## src/rtl/debounce_pkg.sv

```systemverilog
// debounce_pkg
// Shared helpers for the multi-channel button debouncer.
//   cnt_width(): number of bits needed to hold values 0..max_val (never 0)
//   EV_*       : bit positions of the per-channel event vector
package debounce_pkg;

  // Bits needed to count from 0 up to and including max_val.
  function automatic int cnt_width(input int max_val);
    return (max_val < 1) ? 1 : $clog2(max_val + 1);
  endfunction

  // Event vector layout shared by debounce_channel and debounce_multi.
  localparam int EV_PRESS   = 0;
  localparam int EV_RELEASE = 1;
  localparam int EV_REPEAT  = 2;
  localparam int EV_COUNT   = 3;

endpackage

```

## src/rtl/debounce_channel.sv

```systemverilog
// debounce_channel
// One button channel: two-flop synchronizer, tick-sampled stability
// filter and hold-to-repeat counter.
// Ports:
//   clk, reset : system clock, synchronous active-high reset
//   tick       : one-cycle sample strobe shared by all channels
//   btn_in     : raw asynchronous button input
//   level      : debounced level
//   events     : registered one-cycle pulses, indexed by EV_PRESS/EV_RELEASE/EV_REPEAT
module debounce_channel
  import debounce_pkg::*;
#(
  parameter int STABLE_TICKS = 3,
  parameter int REPEAT_EN    = 0,
  parameter int REPEAT_DELAY = 50,
  parameter int REPEAT_RATE  = 10
) (
  input  logic                clk,
  input  logic                reset,
  input  logic                tick,
  input  logic                btn_in,
  output logic                level,
  output logic [EV_COUNT-1:0] events
);

  localparam int SW       = cnt_width(STABLE_TICKS);
  localparam int HOLD_MAX = (REPEAT_DELAY > REPEAT_RATE) ? REPEAT_DELAY : REPEAT_RATE;
  localparam int HW       = cnt_width(HOLD_MAX);

  localparam logic [SW-1:0] STAB_LAST  = SW'(STABLE_TICKS - 1);
  localparam logic [HW-1:0] DELAY_LAST = HW'(REPEAT_DELAY - 1);
  localparam logic [HW-1:0] RATE_LAST  = HW'(REPEAT_RATE - 1);

  logic          sync_meta;
  logic          sync;
  logic [SW-1:0] stab_cnt;
  logic [HW-1:0] hold_cnt;
  logic          first;

  logic differ;
  logic flip;
  logic hold_last;
  logic fire_repeat;

  // The level flips on the tick that sees the STABLE_TICKS-th consecutive
  // differing sample. A repeat is due when the hold counter reaches the
  // delay (first repeat) or the rate (later repeats); it is suppressed on a
  // tick that also flips the level, so it never overlaps press or release.
  always_comb begin
    differ      = (sync != level);
    flip        = tick && differ && (stab_cnt == STAB_LAST);
    hold_last   = first ? (hold_cnt == DELAY_LAST) : (hold_cnt == RATE_LAST);
    fire_repeat = (REPEAT_EN != 0) && tick && level && !flip && hold_last;
  end

  // Synchronizer runs every clock, independent of the sample tick.
  always_ff @(posedge clk) begin
    if (reset) begin
      sync_meta <= 1'b0;
      sync      <= 1'b0;
    end else begin
      sync_meta <= btn_in;
      sync      <= sync_meta;
    end
  end

  // Stability filter: any agreeing sample restarts the count.
  always_ff @(posedge clk) begin
    if (reset) begin
      level    <= 1'b0;
      stab_cnt <= '0;
    end else if (tick) begin
      if (!differ) begin
        stab_cnt <= '0;
      end else if (stab_cnt == STAB_LAST) begin
        level    <= sync;
        stab_cnt <= '0;
      end else begin
        stab_cnt <= stab_cnt + 1'b1;
      end
    end
  end

  // Hold counter wraps at its terminal value even with repeat disabled,
  // so it never runs past the largest interval.
  always_ff @(posedge clk) begin
    if (reset) begin
      hold_cnt <= '0;
      first    <= 1'b0;
    end else if (tick) begin
      if (flip) begin
        hold_cnt <= '0;
        first    <= sync;
      end else if (!level) begin
        hold_cnt <= '0;
      end else if (hold_last) begin
        hold_cnt <= '0;
        first    <= 1'b0;
      end else begin
        hold_cnt <= hold_cnt + 1'b1;
      end
    end
  end

  // Event pulses are registered so they line up with the level change.
  always_ff @(posedge clk) begin
    if (reset) begin
      events <= '0;
    end else begin
      events             <= '0;
      events[EV_PRESS]   <= flip && sync;
      events[EV_RELEASE] <= flip && !sync;
      events[EV_REPEAT]  <= fire_repeat;
    end
  end

endmodule

```

## src/rtl/debounce_multi.sv

```systemverilog
// debounce_multi
// Multi-channel push-button debouncer: one shared sample-tick generator
// feeding CHANNELS independent debounce_channel instances.
// Ports:
//   clk, reset  : system clock, synchronous active-high reset
//   btn_in      : raw asynchronous button inputs, active-high
//   btn_level   : debounced levels
//   btn_press   : one-cycle pulse on debounced 0->1
//   btn_release : one-cycle pulse on debounced 1->0
//   btn_repeat  : one-cycle auto-repeat pulse while held
//   tick        : sample strobe, one cycle every CLK_DIV clocks
module debounce_multi
  import debounce_pkg::*;
#(
  parameter int CHANNELS     = 5,
  parameter int CLK_DIV      = 100,
  parameter int STABLE_TICKS = 3,
  parameter int REPEAT_EN    = 0,
  parameter int REPEAT_DELAY = 50,
  parameter int REPEAT_RATE  = 10
) (
  input  logic                clk,
  input  logic                reset,
  input  logic [CHANNELS-1:0] btn_in,
  output logic [CHANNELS-1:0] btn_level,
  output logic [CHANNELS-1:0] btn_press,
  output logic [CHANNELS-1:0] btn_release,
  output logic [CHANNELS-1:0] btn_repeat,
  output logic                tick
);

  localparam int DW = cnt_width(CLK_DIV - 1);
  localparam logic [DW-1:0] DIV_LAST = DW'(CLK_DIV - 1);

  logic [DW-1:0]       div_cnt;
  logic [EV_COUNT-1:0] ch_events [CHANNELS];

  // Free-running divider shared by every channel.
  always_ff @(posedge clk) begin
    if (reset) begin
      div_cnt <= '0;
    end else if (div_cnt == DIV_LAST) begin
      div_cnt <= '0;
    end else begin
      div_cnt <= div_cnt + 1'b1;
    end
  end

  // Reset masks the strobe so no channel samples while being cleared.
  assign tick = !reset && (div_cnt == DIV_LAST);

  for (genvar gi = 0; gi < CHANNELS; gi++) begin : g_ch
    debounce_channel #(
      .STABLE_TICKS (STABLE_TICKS),
      .REPEAT_EN    (REPEAT_EN),
      .REPEAT_DELAY (REPEAT_DELAY),
      .REPEAT_RATE  (REPEAT_RATE)
    ) u_channel (
      .clk    (clk),
      .reset  (reset),
      .tick   (tick),
      .btn_in (btn_in[gi]),
      .level  (btn_level[gi]),
      .events (ch_events[gi])
    );

    assign btn_press[gi]   = ch_events[gi][EV_PRESS];
    assign btn_release[gi] = ch_events[gi][EV_RELEASE];
    assign btn_repeat[gi]  = ch_events[gi][EV_REPEAT];
  end

endmodule
```

## config.mk

```make
export PLATFORM = sky130hd
export DESIGN_NAME = debounce_multi
export DESIGN_NICKNAME = d
export VERILOG_FILES = /design/src/rtl/debounce_pkg.sv /design/src/rtl/debounce_channel.sv /design/src/rtl/debounce_multi.sv
export SDC_FILE = /design/constraint.sdc
export NUM_CORES = 1
export LEC_CHECK = 0
export ABC_AREA = 1
export CORE_ASPECT_RATIO = 0.5
export CORE_MARGIN = 1
export CORE_UTILIZATION = 35
export CTS_BUF_LIST = sky130_fd_sc_hd__clkbuf_4
export DETAILED_ROUTE_END_ITERATION = 10
export PLACE_DENSITY_LB_ADDON = 0.15
export SETUP_SLACK_MARGIN = 0.3
export SLEW_MARGIN = 20
export SYNTH_ARGS = -nofsm -noshare
export SYNTH_HDL_FRONTEND = slang
export SYNTH_SLANG_ARGS = --single-unit
```

## constraint.sdc

```tcl
create_clock -name clk -period 1.3 [get_ports clk]
set_input_delay 0.13 -clock clk [delete_from_list [all_inputs] [get_ports clk]]
set_output_delay 0.13 -clock clk [all_outputs]
set_load 0.01 [all_outputs]
```

==> impl_metrics.ini, run 1 <==
[critical_path]
crit_path_top_delay_cell = dfxtp_2
cp_top_family = flip-flops
arrival_ps = 1290
required_ps = 1170
crit_fanout = 2
start_kind = flop
critPathBufInv = 2
endpoint_kind = primary output
crit_type = flop to primary output
max_stage_delay_ps = 370
ff2ff_setup_slack_ps = -60
crit_chain = ha_4, nand2_2, inv_2, nand3_4, nor2_4, buf_6

[grt]
grt_pass1_wl_um = 5670
antenna_found_initial = 0
grt_pass1_vias = 1249
grt_usage_pct = 15.2
overflow = 0
grt_max_degree = 15

[synth]
synth_top_area_cell = dfxtp_1
asyncSetResetFlopFracSynth_pct = 0
synth_seq_cells = 42
syn-cell-area_mm2 = 0.00167
avgSynthCellArea_um2 = 7.98
ys.flop_type = dfxtp_1
synth_most_common_cell = dfxtp_1
synth_warnings = 0
synthCells = 209
seq_area_frac_synth_pct = 50.4
synth_area_leaders = dfxtp_1 (50%), inv_1 (8.6%), nor2_1 (7.2%)
synthTopCellsByCount = dfxtp_1 (42), inv_1 (38), nor2_1 (32)
yosysTopAreaCellShare_pct = 50.4
synth-edff-count = 0
ys_types = 29

[power]
p_int_mw = 1.61
total_power_mw = 2.10
switchingPower_mw = 0.498
swShare_pct = 23.7
ir_drop_mv = 0.383
combPwrFrac_pct = 7.5
p_per_area_mw_per_mm2 = 950
seqPwrFrac_pct = 62.7
p_leak_nw = 1.02
pwr-share-clk_pct = 29.9

[final_layout]
utilization_pct = 49.3
layout-drive-gt1-share_pct = 30.1
nets = 256
syn2layout_area_growth_pct = 32.7
num_antenna_cells = 0
fin_cells = 315

[sta]
hold_viol = 0
layout_min_cycle_time_ps = 1420
setup_viol = 21
finClkSkew_ps = 6.90
period_share_pct = 110
max_freq_mhz = 702
drv_slew = 0
rsz0062_at_grt = true
setup_slack_ps = -124

[floorplanning]
die_w_um = 99.6
dieArea_mm2 = 0.00506
initial_utilization_pct = 37.2
die_y_um = 50.8
ios = 28
core-area_mm2 = 0.00449
row_count = 17

[clock_network]
cts_buffer_depth = 2
ctsHoldBuffers = 0
clkTransAtPathRegs_ps = 120
cts.sink_count = 42
clockRootBuffer = clkbuf_4
cts_buffers = 5
cts_tree = built
insertion_delay_ps = 350
h-tree-depth = 2

[route]
vias_per_cell = 4.33
wirelength_um = 3390
routedWlPerCell_um = 10.8
num_vias = 1363
first_pass_iters = 4
first_iter_violations = 27
drc = 0
ant_nets = 0

[place]
port_buffers = 22
dp_hpwl_um = 2370
gp_congestion = 0.716
dp.cells = 301

[hold_path]
holdCritPathClass = input pin to flop

[outcome]
status = complete, but fails checks
violations = negative setup slack

[flow_run]
max_cap_viol_count = 0
routing by layer:
layer	track usage, %	share of wire, %	up-vias
met5	0	0	-
met4	5.15	1.4	0
met3	5.34	5.7	6
met2	23.4	41	36
met1	20.1	52	610
li1	-	-	711
cell usage in the layout (no fill, tap or decap), types with 4 or more instances in the layout:
cell type,count
inv_1,37
dfxtp_1,34
nor2_1,31
nand2_1,23
nand3_1,16
buf_4,14
buf_2,10
buf_6,9
o22ai_1,6
clkbuf_4,6
clkdlybuf4s50_1,6
a21oi_1,5
conb_1,5
dfxtp_2,5
a21oi_2,4
logic make-up (layout without fill, tap and decap cells):
family / after synthesis / after routing / synth area share (%)
xor gates and xnor gates: 3 / 3 / 1.58
buffers and inverters: 53 / 88 / 14.9
and+or+nand+nor: 90 / 91 / 25.5
AOI/OAI and AO/OA: 19 / 19 / 6.60
DFF: 42 / 42 / 50.4
other: 1 / 5 / 0.225
adders and majority gates: 1 / 1 / 0.750
worst register-to-register path, stage by stage, from the launching register on:
cell and delay [ps]:
dfxtp_2 370, ha_4 140, nand2_2 50, inv_2 60, nand3_4 70, nor2_4 140
buf_6 190, nand3_1 110, nand2_1 80, nand2_1 50
sequential cells by signal, summed over array words and instances, names as in the netlist:
signal / cells
g_ch.u_channel.events: 10
g_ch.u_channel.sync: 5
g_ch.u_channel.sync_meta: 5
g_ch.u_channel.stab_cnt: 10
div_cnt: 7
g_ch.u_channel.level: 5
layout make-up:
| type | count | area [um2] |
|---|---|---|
| clock buffer | 6 | 45.0 |
| clock inverter | 2 | 8.76 |
| fill | 448 | 2270 |
| inverter | 39 | 146 |
| multi-input combinational | 119 | 708 |
| sequential | 42 | 858 |
| tap | 66 | 82.6 |
| timing repair buffer | 41 | 364 |
power by group through the flow:
| stage | sequential [mW] | clock [mW] | combinational (mW) |
|---|---|---|---|
| after global placement | 1.35 | 0 | 0.120 |
| final | 1.32 | 0.628 | 0.158 |
| after global routing | 1.32 | 0.729 | 0.173 |
| after detailed placement | 1.35 | 0 | 0.121 |
| after CTS | 1.32 | 0.659 | 0.149 |
| after floorplan | 1.35 | 0 | 0.0793 |
worst paths after layout:
path | start | to | cells past startpoint
max | div_cnt[1] | tick | 6
min | btn_in[1] | g_ch[1].u_channel.sync_meta | 3
min reg2reg | g_ch[4].u_channel.sync_meta | g_ch[4].u_channel.sync | 2
max reg2reg | div_cnt[1] | g_ch[3].u_channel.level | 9
stage by stage:
step / hold slack [ps] / worst slack [ps] / area [um2] / TNS, ps
floorplan: 237 / 120 / 1720 / 0
global placement: 392 / -158 / 2030 / -467
detailed placement: 400 / -147 / 2030 / -433
CTS: 278 / -86.4 / 2130 / -394
global route: 258 / -203 / 2210 / -2430
finish: 284 / -124 / 2210 / -622
what timing repair did:
item,in CTS,in global routing
setup buffers,2,2
pin swaps,4,3
endpoints found under the setup margin,48,38
gates cloned,2,0
gates resized for setup,84,16
Power figures use the tool's default switching activity.
==> inputs of run 2 (changes only) <==
--- a/config.mk
+++ b/config.mk
@@ -11,6 +11,8 @@
 export CORE_UTILIZATION = 35
 export CTS_BUF_LIST = sky130_fd_sc_hd__clkbuf_4
 export DETAILED_ROUTE_END_ITERATION = 10
+export GPL_ROUTABILITY_DRIVEN = 0
+export HOLD_SLACK_MARGIN = 0.15
 export PLACE_DENSITY_LB_ADDON = 0.15
 export SETUP_SLACK_MARGIN = 0.3
 export SLEW_MARGIN = 20
==> results of run 2 <==
The final DEF is identical to that of run 1; final timing and power are the same.
==> inputs of run 3 (changes only) <==
--- a/config.mk
+++ b/config.mk
@@ -13,7 +13,6 @@
 export DETAILED_ROUTE_END_ITERATION = 10
 export GPL_ROUTABILITY_DRIVEN = 0
 export HOLD_SLACK_MARGIN = 0.15
-export PLACE_DENSITY_LB_ADDON = 0.15
 export SETUP_SLACK_MARGIN = 0.3
 export SLEW_MARGIN = 20
 export SYNTH_ARGS = -nofsm -noshare
==> impl_metrics.ini, run 3 (synthesized netlist as in run 1, its figures left out) <==
[outcome]
violations = negative setup slack
status = complete, but fails checks

[sta]
setup_viol = 20
hold_viol = 0
fin_tns_setup_ps = -1280
setup_slack_ps = -141
period_share_pct = 111
drv_slew = 0
rsz0062_at_grt = true
finClkSkew_ps = 18.1
layout_min_cycle_time_ps = 1440
max_freq_mhz = 694

[route]
first_pass_iters = 4
vias_per_cell = 4.44
drc = 0
first_iter_violations = 40
wirelength_um = 3830
num_vias = 1409
routedWlPerCell_um = 12.1
ant_nets = 0

[critical_path]
crit_type = flop to primary output
crit_path_top_delay_cell = dfxtp_2
max_stage_delay_ps = 380
critPathBufInv = 2
start_kind = flop
worst-path-stages = 6
endpoint_kind = primary output
cp_top_family = flip-flops
arrival_ps = 1310
crit_chain = ha_4, nand2_2, inv_2, nand3_4, nor2_4, buf_6
reg2regPathDepth = 9
required_ps = 1170
crit_fanout = 2

[grt]
overflow = 0
grt_max_degree = 15
grt_pass1_wl_um = 5690
antenna_found_initial = 0
grt_usage_pct = 15.0
grt_pass1_vias = 1287

[final_layout]
nets = 258
layout_commonest_cell = inv_1
fin_cells = 317
multi_input_area_um2 = 848
mostFrequentLayoutCells = inv_1 (35), dfxtp_1 (34), nor2_1 (29)
reg_top3 = g_ch.u_channel.events x10, g_ch.u_channel.stab_cnt x10, div_cnt x7
fillCellCount = 426
utilization_pct = 53.3
seqCellArea_um2 = 861
layout-drive-gt1-share_pct = 38.2
syn2layout_area_growth_pct = 43.5
num_antenna_cells = 0

[clock_network]
cts_tree = built
cts_buffers = 5
clockRootBuffer = clkbuf_4
h-tree-depth = 2
insertion_delay_ps = 350
cts.sink_count = 42
cts_buffer_depth = 2
clkTransAtPathRegs_ps = 120

[floorplanning]
initial_utilization_pct = 37.2
die_w_um = 99.6
die_y_um = 50.8
dieArea_mm2 = 0.00506
ios = 28
row_count = 17
core-area_mm2 = 0.00449

[hold_path]
hold-path-cell-count = 3
holdCritPathClass = input pin to flop

[power]
total_power_mw = 2.49
p_leak_nw = 1.03
ir_drop_mv = 0.604
p_per_area_mw_per_mm2 = 1040

[place]
port_buffers = 22
dp.cells = 301
dp_hpwl_um = 2400

[flow_run]
max_cap_viol_count = 0
[run 3: layout make-up]
class,count,area share [%]
inverters,39,6.12
multi-input cells,120,35.4
repair buffers,42,14.8
clock buffers,5,1.57
flip-flops and latches,42,36.0
clock inverters,3,2.67
well taps,66,3.45
[run 3: power by group]
group	internal, mW	total (mW)	switching, mW
logic	0.0642	0.149	0.0850
clock network	0.593	1.02	0.428
registers	1.30	1.32	0.0149
total	1.96	2.49	0.528
[run 3: layer usage]
metal,vias to the layer above,global-route usage (%),wire (um)
met5,-,0,0
met4,0,4.90,16
met3,2,4.38,204
met2,38,23.6,1830
met1,651,19.8,1780
li1,718,-,-
[run 3: path summary, 6_finish.rpt]
path | from | endpoint | slack, ps
hold reg to reg | g_ch[1].u_channel.sync_meta | g_ch[1].u_channel.sync | 400
setup / recovery | div_cnt[0] | tick | -140
setup reg to reg | div_cnt[0] | g_ch[3].u_channel.stab_cnt[0] | -110
hold / removal | btn_in[4] | g_ch[4].u_channel.sync_meta | 290
[run 3: per-stage QoR]
step | instance area, um2 | hold WS (ps) | setup WS [ps]
2_1_floorplan | 1720 | 237 | 120
3_3_place_gp | 2020 | 393 | -142
3_5_place_dp | 2020 | 396 | -175
5_1_grt | 2390 | 284 | -209
6_report | 2390 | 286 | -141
4_1_cts | 2160 | 271 | -126
[run 3: tightest hold or removal path, stage by stage]
cell and delay (ps):
clkdlybuf4s50_1 390, inv_1 50, nor2_1 30
[run 3: repair_timing]
item | 4_1_cts | 5_1_grt
gates resized for setup | 87 | 45
pin swaps | 8 | 10
cloned | 2 | 0
hold buffers | 0 | 0
setup buffers | 1 | 5
endpoints found under the setup margin | 48 | 38
==> variant, RTL diff (settings of run 1) <==
Register the input `btn_in` before use. The logic sees it one clock later.
--- a/src/rtl/debounce_multi.sv
+++ b/src/rtl/debounce_multi.sv
@@ -34,2 +34,8 @@
 
+  logic [CHANNELS-1:0] btn_q;
+
+  always_ff @(posedge clk) begin
+    btn_q <= btn_in;
+  end
+
   logic [DW-1:0]       div_cnt;
@@ -61,3 +67,3 @@
       .tick   (tick),
-      .btn_in (btn_in[gi]),
+      .btn_in (btn_q[gi]),
       .level  (btn_level[gi]),
Function: no difference found for any inputs over 10 cycles, from zero or initial values and one cycle with reset high; that may be too few to reach the edited logic, so the function may still have changed.
==> variant against run 1 <==
The flow still finishes with violations (setup timing). Largest power group unchanged. Clock skew rose by 3.1 ps. Synthesized cell count rose by 0.96%. Register-to-register slack got worse by 40 ps. Wire length fell by 1.2%. Power rose by 18%. Worst setup slack improved by 25 ps. Sequential cell count rose by 5. Area after synthesis rose by 5.8%. Worst hold slack got worse by 83 ps. Count of clock-buffer cells in the layout fell by 1. Final area rose by 8.1%. Combinational power fell by 3%.
==> variant: results (changes against run 1) <==
stage,metric,value,unit,change
outcome,status,finished with violations,,
outcome,failing checks,setup timing,,
cells_and_area,Nets,263,,+2.7%
cells_and_area,signal buffers share of area,0.164,,-0.000883
cells_and_area,share of cells above drive strength 1,0.365,,+0.0635
cts,Post-CTS Setup Inserts,4,,+2
drt,DR vias/cell,4.30,,-0.57%
drt,vias,1381,,+1.3%
drt,Iter 0 DRT Violations,35,,+30%
place,Final HPWL DP,2220,um,-6.4%
drt,DR WL/cell,10.4,um,-3.1%
grt,global-route wire length before repair,5240,um,-7.5%
sta,Setup WS post-layout,-99.0,ps,+24.7 ps
cells_and_area,"Inverters, non-clock",38,,-2.6%
place,routability cong.,0.744,,+3.9%
cells_and_area,Signal buffers,46,,+12%
cells_and_area,Filler cells,455,,+1.6%
place,Placement Setup Slack,-212,ps,-65.3 ps
logic_synthesis,"Seq/Total Area, Yosys",0.533,,+0.0292
worst_setup_path,CP arrival,1650,ps,+360 ps
cells_and_area,fraction of area in multi-input gates,0.314,,-0.00631
sta,setup violators final,18,,-14%
logic_synthesis,leading cell types by total area after synthesis,"dfxtp_1 (53%), inv_1 (7.7%), nor2_1 (7.0%)",,
grt,Total GRT Usage,0.133,,-0.0195
grt,vias in the first global route,1232,,-1.4%
logic_synthesis,syn avg cell area,8.36,um2,+4.8%
sta,final setup TNS,-754,ps,-133 ps
place,"Cell Area, Placed",2110,um2,+3.8%
worst_setup_path,crit-path max FO,5,,+3
power_and_ir_drop,Switching Fraction,0.218,,-0.0189
cells_and_area,ClkCell Share,0.0314,,+0.00706
logic_synthesis,Synth top cells by count,"dfxtp_1 (47), inv_1 (36), nor2_1 (33)",,
-- variant: final timing paths --
kind / slack [ps] / cells past startpoint / to / from
worst min register to register: 410 / 2 / g_ch[1].u_channel.sync_meta / btn_q[1]
worst min-delay path: 200 / 1 / btn_q[4] / btn_in[4]
worst max register to register: -100 / 9 / g_ch[4].u_channel.stab_cnt[0] / div_cnt[0]
worst max-delay path: -100 / 9 / g_ch[4].u_channel.stab_cnt[0] / div_cnt[0]
-- variant: metal layers --
metal	vias up	part of all wire	global-route usage
met4	0	0.0093	0.0524
met2	21	0.49	0.209
met1	628	0.47	0.169
met3	4	0.033	0.0440
met5	-	0	0
li1	728	-	-
-- variant: kinds of logic after synthesis --
logic type | count (synthesis) | synth area share
AOI/OAI and AO/OA | 17 | 0.0603
xor gates and xnor gates | 5 | 0.0248
adders and majority gates | 1 | 0.00709
buffers and inverters | 52 | 0.140
DFF | 47 | 0.533
other | 1 | 0.00213
and+or+nand+nor | 88 | 0.233
